### src/rtl/mmio_uart_tx.sv
// rtl/mmio_uart_tx.sv - memory-mapped 8N1 UART transmitter with a small TX FIFO
module mmio_uart_tx #(
  parameter logic [31:0] BASE_ADDR    = 32'h1001_0000,
  parameter int unsigned CLKS_PER_BIT = 16,
  parameter int unsigned FIFO_DEPTH   = 4
) (
  input  logic        clk,
  input  logic        reset,
  input  logic        Mem_Write_i,
  input  logic        Mem_Read_i,
  input  logic [31:0] Address_i,
  input  logic [31:0] Write_Data_i,
  output logic [31:0] Read_Data_o,
  output logic        Hit_o,
  output logic        tx_o,
  output logic        busy_o
);

  localparam int unsigned PTR_W  = $clog2(FIFO_DEPTH);
  localparam int unsigned CNT_W  = $clog2(FIFO_DEPTH + 1);
  localparam int unsigned BAUD_W = $clog2(CLKS_PER_BIT);
  localparam logic [31:0] STATUS_ADDR = BASE_ADDR + 32'd4;

  typedef enum logic [1:0] {
    S_IDLE  = 2'd0,
    S_START = 2'd1,
    S_DATA  = 2'd2,
    S_STOP  = 2'd3
  } state_t;

  state_t            state, state_next;
  logic [BAUD_W-1:0] baud_cnt, baud_next;
  logic [2:0]        bit_idx, bit_idx_next;
  logic [7:0]        shift_reg, shift_next;
  logic              tx_next, busy_next;

  logic [7:0]        fifo_mem [FIFO_DEPTH];
  logic [PTR_W-1:0]  rd_ptr, wr_ptr;
  logic [CNT_W-1:0]  count, count_next;
  logic              overflow;

  logic hit_data, hit_status;
  logic wr_data, wr_status;
  logic fifo_empty, fifo_full;
  logic push, pop;
  logic baud_last;
  logic unused_wdata;

  // Only the low byte of a store reaches the serial line.
  assign unused_wdata = ^Write_Data_i[31:8];

  assign hit_data   = (Address_i == BASE_ADDR);
  assign hit_status = (Address_i == STATUS_ADDR);
  assign Hit_o      = hit_data | hit_status;
  assign wr_data    = Mem_Write_i & hit_data;
  assign wr_status  = Mem_Write_i & hit_status;

  assign fifo_empty = (count == '0);
  assign fifo_full  = (count == CNT_W'(FIFO_DEPTH));

  // The FSM only takes a byte while idle; a pop frees a slot for a push on the same edge.
  assign pop  = (state == S_IDLE) & ~fifo_empty;
  assign push = wr_data & (~fifo_full | pop);

  assign baud_last = (baud_cnt == BAUD_W'(CLKS_PER_BIT - 1));

  // Load data is only driven during a load; STATUS = {empty, overflow, full, busy}.
  always_comb begin
    Read_Data_o = 32'b0;
    if (Mem_Read_i && hit_status)
      Read_Data_o = {28'b0, fifo_empty, overflow, fifo_full, busy_o};
  end

  // FIFO storage; contents need no reset because the pointers define validity.
  always_ff @(posedge clk) begin
    if (push)
      fifo_mem[wr_ptr] <= Write_Data_i[7:0];
  end

  // Occupancy after this edge's push/pop.
  always_comb begin
    count_next = count;
    case ({push, pop})
      2'b10:   count_next = count + 1'b1;
      2'b01:   count_next = count - 1'b1;
      default: count_next = count;
    endcase
  end

  // FIFO pointers, occupancy and the sticky overflow flag.
  always_ff @(posedge clk or posedge reset) begin
    if (reset) begin
      rd_ptr   <= '0;
      wr_ptr   <= '0;
      count    <= '0;
      overflow <= 1'b0;
    end else begin
      count <= count_next;
      if (push)
        wr_ptr <= wr_ptr + 1'b1;
      if (pop)
        rd_ptr <= rd_ptr + 1'b1;
      if (wr_status)
        overflow <= 1'b0;
      else if (wr_data && fifo_full && !pop)
        overflow <= 1'b1;
    end
  end

  // FSM state register together with the baud/bit datapath and registered outputs.
  always_ff @(posedge clk or posedge reset) begin
    if (reset) begin
      state     <= S_IDLE;
      baud_cnt  <= '0;
      bit_idx   <= '0;
      shift_reg <= '0;
      tx_o      <= 1'b1;
      busy_o    <= 1'b0;
    end else begin
      state     <= state_next;
      baud_cnt  <= baud_next;
      bit_idx   <= bit_idx_next;
      shift_reg <= shift_next;
      tx_o      <= tx_next;
      busy_o    <= busy_next;
    end
  end

  // Next-state logic: each of START, the 8 DATA bits and STOP holds for CLKS_PER_BIT cycles.
  always_comb begin
    state_next   = state;
    baud_next    = baud_cnt;
    bit_idx_next = bit_idx;
    shift_next   = shift_reg;
    case (state)
      S_IDLE: begin
        if (pop) begin
          state_next = S_START;
          baud_next  = '0;
          shift_next = fifo_mem[rd_ptr];
        end
      end
      S_START: begin
        if (baud_last) begin
          state_next   = S_DATA;
          baud_next    = '0;
          bit_idx_next = 3'd0;
        end else begin
          baud_next = baud_cnt + 1'b1;
        end
      end
      S_DATA: begin
        if (baud_last) begin
          baud_next  = '0;
          shift_next = {1'b0, shift_reg[7:1]};
          if (bit_idx == 3'd7)
            state_next = S_STOP;
          else
            bit_idx_next = bit_idx + 1'b1;
        end else begin
          baud_next = baud_cnt + 1'b1;
        end
      end
      S_STOP: begin
        if (baud_last) begin
          state_next = S_IDLE;
          baud_next  = '0;
        end else begin
          baud_next = baud_cnt + 1'b1;
        end
      end
      default: state_next = S_IDLE;
    endcase
  end

  // Outputs are derived from the next state so tx_o changes on the same edge as the state.
  always_comb begin
    tx_next = 1'b1;
    case (state_next)
      S_START: tx_next = 1'b0;
      S_DATA:  tx_next = shift_next[0];
      default: tx_next = 1'b1;
    endcase
    busy_next = (state_next != S_IDLE) || (count_next != '0);
  end

endmodule

### config.mk
export PLATFORM = sky130hd
export DESIGN_NAME = mmio_uart_tx
export DESIGN_NICKNAME = d
export VERILOG_FILES = /design/src/rtl/mmio_uart_tx.sv
export SDC_FILE = /design/constraint.sdc
export NUM_CORES = 1
export LEC_CHECK = 0
export ABC_AREA = 1
export BUFFER_PORTS_ARGS = -buffer_cell sky130_fd_sc_hd__clkbuf_2
export CAP_MARGIN = 40
export CORE_MARGIN = 5
export CORE_UTILIZATION = 46
export CTS_CLUSTER_DIAMETER = 120
export DETAILED_ROUTE_END_ITERATION = 6
export PLACE_DENSITY = 0.77
export SYNTH_ARGS = -nofsm -noshare
export SYNTH_HDL_FRONTEND = slang
export SYNTH_SLANG_ARGS = --single-unit
### constraint.sdc
create_clock -name clk -period 1.8 [get_ports clk]
set_input_delay 0.18 -clock clk [delete_from_list [all_inputs] [get_ports clk]]
set_output_delay 0.18 -clock clk [all_outputs]
set_load 0.01 [all_outputs]
==> results of run 1 <==
==> synthesized netlist by cell type (all sizes together) <==
library cell / count
o22ai: 1
a21oi: 16
clkbuf: 1
and2: 1
a22o: 1
dfstp: 1
conb: 1
a221o: 6
nand2: 72
xnor2: 1
a2bb2oi: 1
inv: 41
nand4: 3
ha: 7
xor2: 2
dfrtp: 26
clkinv: 3
buf: 32
nor2: 49
a32o: 2
o21ai: 11
nor3: 1
nand3: 18
and3b: 1
fa: 1
mux2: 1
edfxtp: 32
o31ai: 3
==> final cells by class <==
type,instances,area [um2]
Clock buffer,9,124
Clock inverter,7,92.6
Fill cell,580,2950
Inverter,44,169
Multi-Input combinational cell,226,1200
Sequential cell,59,1640
Tap cell,80,100
Timing Repair Buffer,71,410
==> worst max-delay path: stages (launching register included) <==
cell     delay, ns
dfrtp_1       0.39
nor2_2        0.17
nand2_2       0.09
nand2_2       0.09
inv_4         0.04
nand2_4       0.05
inv_2         0.04
fa_2          0.37
inv_2         0.07
nand2_2       0.06
nand4_1       0.09
nand2_2       0.07
inv_2         0.04
nand2_1       0.03
==> metal layers <==
metal	track usage	wire, um	up-vias
li1	-	-	1190
met1	0.163	2390	1094
met2	0.265	3090	64
met3	0.0382	399	9
met4	0.0644	82	0
met5	0	0	-
==> cells by family after synthesis <==
| logic type | Yosys count |
|---|---|
| xor gates and xnor gates | 3 |
| buffers and inverters | 77 |
| and+or+nand+nor | 145 |
| DFF | 59 |
| other | 1 |
| muxes | 1 |
| adders and majority gates | 8 |
| AOI/OAI and AO/OA | 41 |
==> repair_timing <==
action / 4_1_cts / 5_1_grt
setup buffers: 0 / 3
resized for setup: 0 / 10
hold buffers: 1 / 0
hold endpoints to repair: 26 / 0
setup endpoints to repair: 0 / 3
==> power breakdown <==
part | total (mW) | internal (mW) | switching (mW)
registers | 1.54 | 1.50 | 0.0414
logic | 0.198 | 0.0855 | 0.112
clock network | 1.30 | 0.773 | 0.523
==> final timing paths <==
kind / from / endpoint / slack (ns) / cells past startpoint
worst max-delay path: count[0] / busy_o / 0.1 / 13
worst min-delay path: Write_Data_i[3] / fifo_mem[3][3] / 0.06 / 1
worst max register to register: count[0] / busy_o / 0.1 / 13
worst min register to register: bit_idx[0] / bit_idx[0] / 0.49 / 1
max in group asynchronous: reset / tx_o / 1.07 / 4
min in group asynchronous: reset / bit_idx[2] / 0.43 / 4
==> stage by stage <==
stage / instances / setup WS [ns] / util / power (mW)
finish: 496 / 0.100 / 0.559 / 3.03
global route: 496 / 0.00216 / 0.559 / 3.17
CTS: 493 / 0.00256 / 0.552 / 3.06
detailed placement: 476 / -0.0241 / 0.518 / 1.76
global placement: 476 / -0.00577 / 0.518 / 1.75
floorplan: 362 / 0.0514 / - / 1.72
==> placed cells by master (no fill, tap or decap), types with 3 or more instances in the layout <==
| cell | n |
|---|---|
| a221o_1 | 6 |
| o21ai_0 | 10 |
| nand3_1 | 14 |
| inv_2 | 5 |
| nor2_1 | 41 |
| clkinv_1 | 3 |
| nand2_2 | 9 |
| edfxtp_1 | 32 |
| clkbuf_8 | 9 |
| nor2_2 | 8 |
| o31ai_1 | 3 |
| clkbuf_2 | 50 |
| ha_1 | 7 |
| buf_4 | 20 |
| a21oi_1 | 15 |
| dfrtp_1 | 26 |
| inv_1 | 35 |
| nand2_1 | 62 |
| nand3_2 | 3 |
| conb_1 | 28 |
==> reports/metrics.cfg, run 1 <==
[yosys]
ys_ff_latch=59
synth_mux_area_frac=0.00481
synth-simple-area-share=0.206
synth_area_per_cell_um2=9.32
yosys.cell_types.count=41
yosysTopAreaCellShare=0.308
synth_top_family_by_area=simple AND/OR/NAND/NOR gates
synthAdderAreaFrac=0.0345
yosysTopAreaCell=edfxtp_1
synth_xor_area_frac=0.00841
yosysSeqAreaShare=0.524
syn_inst=335
syn_area_um2=3120
synth_compound_area_frac=0.0885
synth_area_leaders=edfxtp_1 31%, dfrtp_1 21%, nand2_1 7.8%
yosys_warnings=0

[cts]
clk_path_buf_depth=2
cts-buffers-inserted=9
clkSinkCount=59
path_clk_slew_ns=0.07
clk_latency_ns=0.33
htree_levels=3
cts_tree=done
root_buffer=clkbuf_8

[route]
drt_wl_total_um=5960
drt_iter0_drc=65
drcViolationCount=0
num_vias=2357
wire_per_inst_um=12.0
vias_per_cell=4.75
ant_nets=0
drt_pass1_iterations=4

[final_layout]
antenna_cells=0
fin_nets=487
largest_reg_flops=32
final_cell_area_um2=3730
syn_to_final_growth_pct=19.6
final_layout_size_suffix_gt1_frac=0.288

[setup_path]
worstPathRequired_ns=2.03
crit_fanout=3
cp.arrival_ns=1.93
critical_path_class=reg2reg
cp-end-kind=flop
cp-start-kind=flop

[grt]
grtUsageTotal=0.147
grt_pass1_wl_um=9970
overflow=0
antenna_found_initial=0
grt_max_degree=28
grt_pass1_vias=2232

[timing]
report.final.slew_viol_count=0
fmax_ghz=0.588
hold_viol_final=0
period_share=0.944
grt_setup_unrepaired=false
fin_hold_ws_ns=0.0580
fin_crit_ns=1.70
fin_worst_skew_ns=0.00616
setup_viol=0
fin_setup_tns_ns=0

[placement]
port_buffers=50
dpl.hpwl_um=4520
place_area_um2=3460
gp_congestion=0.795

[die]
die_area_um2=8540
rows=30
die_h_um=92.4
die_width_um=92.4
core_um2=6680
ioPinCount=103
start_util=0.467

[power_and_ir_drop]
pwr_density_cell_nw_per_um2=813
leakagePower_nw=1.82
peakVddDrop_v=0.000626

[job]
cap_violations=0

[min_path]
hold_path.class=in2reg

[outcome]
outcome=complete, no violations

(Power assumes the default switching activity.)
==> run 2, diff against run 1 <==
--- a/config.mk
+++ b/config.mk
@@ -8,11 +8,13 @@
 export ABC_AREA = 1
 export BUFFER_PORTS_ARGS = -buffer_cell sky130_fd_sc_hd__clkbuf_2
 export CAP_MARGIN = 40
+export CELL_PAD_IN_SITES_DETAIL_PLACEMENT = 1
+export CELL_PAD_IN_SITES_GLOBAL_PLACEMENT = 1
 export CORE_MARGIN = 5
-export CORE_UTILIZATION = 46
+export CORE_UTILIZATION = 34
 export CTS_CLUSTER_DIAMETER = 120
 export DETAILED_ROUTE_END_ITERATION = 6
-export PLACE_DENSITY = 0.77
+export PLACE_DENSITY_LB_ADDON = 0.1
 export SYNTH_ARGS = -nofsm -noshare
 export SYNTH_HDL_FRONTEND = slang
 export SYNTH_SLANG_ARGS = --single-unit
==> run 2 against run 1 <==
Final area grew 1.9%. Utilization down 14 points. First-iteration DRC count is 40% lower. Critical endpoint unchanged. Largest cell class unchanged.
==> reports/metrics.cfg, run 2 (synthesis gave the netlist of run 1 again) <==
[die]
ioPinCount=103  ; unchanged
die_h_um=106  ; +15%
start_util=0.343  ; -0.125
die_area_um2=11200  ; +31%
rows=35  ; +17%
core_um2=9110  ; +36%
die_width_um=106  ; +15%

[route]
wire_per_inst_um=13.2  ; +10%
drt_iter0_drc=39  ; -40%
num_vias=2416  ; +2.5%
wl_met3_um=272  ; -32%
wl_met2_um=3670  ; +19%
dr.max_layer_used=met4
vias_per_cell=4.55  ; -4.3%
ant_nets=0  ; unchanged
drcViolationCount=0  ; unchanged
wirelength_met1_um=2980  ; +25%
drt_pass1_iterations=4  ; unchanged
drt_wl_total_um=7020  ; +18%

[grt]
overflow=0  ; unchanged
grt_max_degree=28  ; unchanged
grt_pass1_vias=2527  ; +13%
grt_pass1_wl_um=12000  ; +20%
grtUsageTotal=0.135  ; -0.0124
antenna_found_initial=0  ; unchanged

[setup_path]
cp.arrival_ns=1.93  ; about the same
worstPathRequired_ns=2.03  ; about the same
critical_path_class=reg2reg
rr_worst_depth=13  ; unchanged
crit_fanout=2  ; -1
cp-start-kind=flop
cp-end-kind=flop

[cts]
clkSinkCount=59  ; unchanged
path_clk_slew_ns=0.07  ; about the same
clk_latency_ns=0.34  ; about the same
clk_path_buf_depth=2  ; unchanged
cts_tree=done
htree_levels=3  ; unchanged
cts-buffers-inserted=9  ; unchanged
root_buffer=clkbuf_8

[power_and_ir_drop]
p_sw_frac=0.240  ; +0.0173
combPwrFrac=0.068  ; +0.003
pwr_density_cell_nw_per_um2=769  ; -5.4%
peakVddDrop_v=0.000519  ; -17%
leakagePower_nw=1.83  ; +0.13%
switchingPower_mw=0.703  ; +3.9%
intPower_mw=2.22  ; -5.7%
clockPowerShare=0.406  ; -0.021
total_power_mw=2.93  ; -3.6%
pwr-share-seq=0.526  ; +0.018

[min_path]
hold_path.class=in2reg
hold_depth=1  ; unchanged

[timing]
fmax_ghz=0.589  ; +0.21%
fin_worst_skew_ns=0.00317  ; -0.00298 ns
hold_viol_final=0  ; unchanged
report.final.slew_viol_count=0  ; unchanged
fin_crit_ns=1.70  ; -0.00364 ns
period_share=0.942  ; -0.00202
setup_viol=0  ; unchanged
grt_setup_unrepaired=true

[placement]
dpl.hpwl_um=5500  ; +22%
placed_cells=512  ; +7.6%
gp_congestion=0.725  ; -8.8%
place_area_um2=3540  ; +2.2%
port_buffers=50  ; unchanged

[final_layout]
fin_util=0.418  ; -0.141
final_cell_area_um2=3800  ; +1.9%
mostFrequentLayoutCells=60 x nand2_1, 50 x clkbuf_2, 41 x nor2_1
antenna_cells=0  ; unchanged
fin_nets=491  ; +0.82%
final_layout_size_suffix_gt1_frac=0.302  ; +0.0139
fin_cells=531  ; +7.1%
largest_reg_flops=32  ; unchanged
final_common_cell=nand2_1
syn_to_final_growth_pct=21.8
fillCellCount=1119  ; +93%

[outcome]
outcome=complete, no violations

[job]
cap_violations=0  ; unchanged

-- run 2: final cells by class --
type	instances	area, um2	share of cell area
well taps	111	139	0.0365
repair buffers	75	440	0.116
clock buffers	10	128	0.0335
clock inverters	6	66.3	0.0174
flip-flops and latches	59	1640	0.430
inverters	44	169	0.0444
multi-input cells	226	1220	0.322
-- run 2: critical path, cell delays in order, from the launching register on --
cell	delay [ns]
dfrtp_1	0.39
nor2_2	0.15
nand2_2	0.09
nand2_4	0.08
inv_4	0.04
nand2_4	0.05
inv_2	0.04
fa_2	0.37
nand3_2	0.09
nand3_2	0.07
nand2_2	0.07
nand2_2	0.06
inv_2	0.05
nand2_2	0.04
-- run 2: worst paths after layout --
| path | start | endpoint | slack, ns |
|---|---|---|---|
| setup / recovery | count[0] | busy_o | 0.10 |
| hold / removal | Write_Data_i[7] | fifo_mem[2][7] | 0.05 |
| setup reg to reg | count[0] | busy_o | 0.10 |
| hold reg to reg | bit_idx[0] | bit_idx[0] | 0.49 |
| max in group asynchronous | reset | tx_o | 1.06 |
| min in group asynchronous | reset | shift_reg[3] | 0.43 |
-- run 2: repair_timing --
action	CTS	global route
resized for setup	0	16
hold buffers	1	0
setup endpoints to repair	0	7
endpoints found under the hold margin	26	0
buffers inserted	0	2
-- run 2: power by group through the flow --
stage          logic [mW]  registers, mW  clock network (mW)
6_report            0.200           1.54                1.19
5_1_grt             0.235           1.55                1.29
4_1_cts             0.203           1.54                1.23
3_5_place_dp        0.200           1.57                   0
3_3_place_gp        0.192           1.56                   0
2_1_floorplan       0.165           1.55                   0
-- run 2: per-layer routing --
metal	vias up	track usage
met3	10	0.0349
li1	1198	-
met5	-	0
met2	44	0.241
met4	0	0.0416
met1	1164	0.158
-- run 2: per-stage QoR --
step / worst slack [ns] / TNS [ns] / hold slack [ns]
6_report: 0.104 / 0 / 0.0503
3_5_place_dp: -0.0618 / -0.0618 / 0.254
2_1_floorplan: 0.0514 / 0 / 0.232
4_1_cts: 0.00600 / 0 / 0.0347
3_3_place_gp: -0.0326 / -0.0326 / 0.248
5_1_grt: -0.0274 / -0.0274 / 0.0470
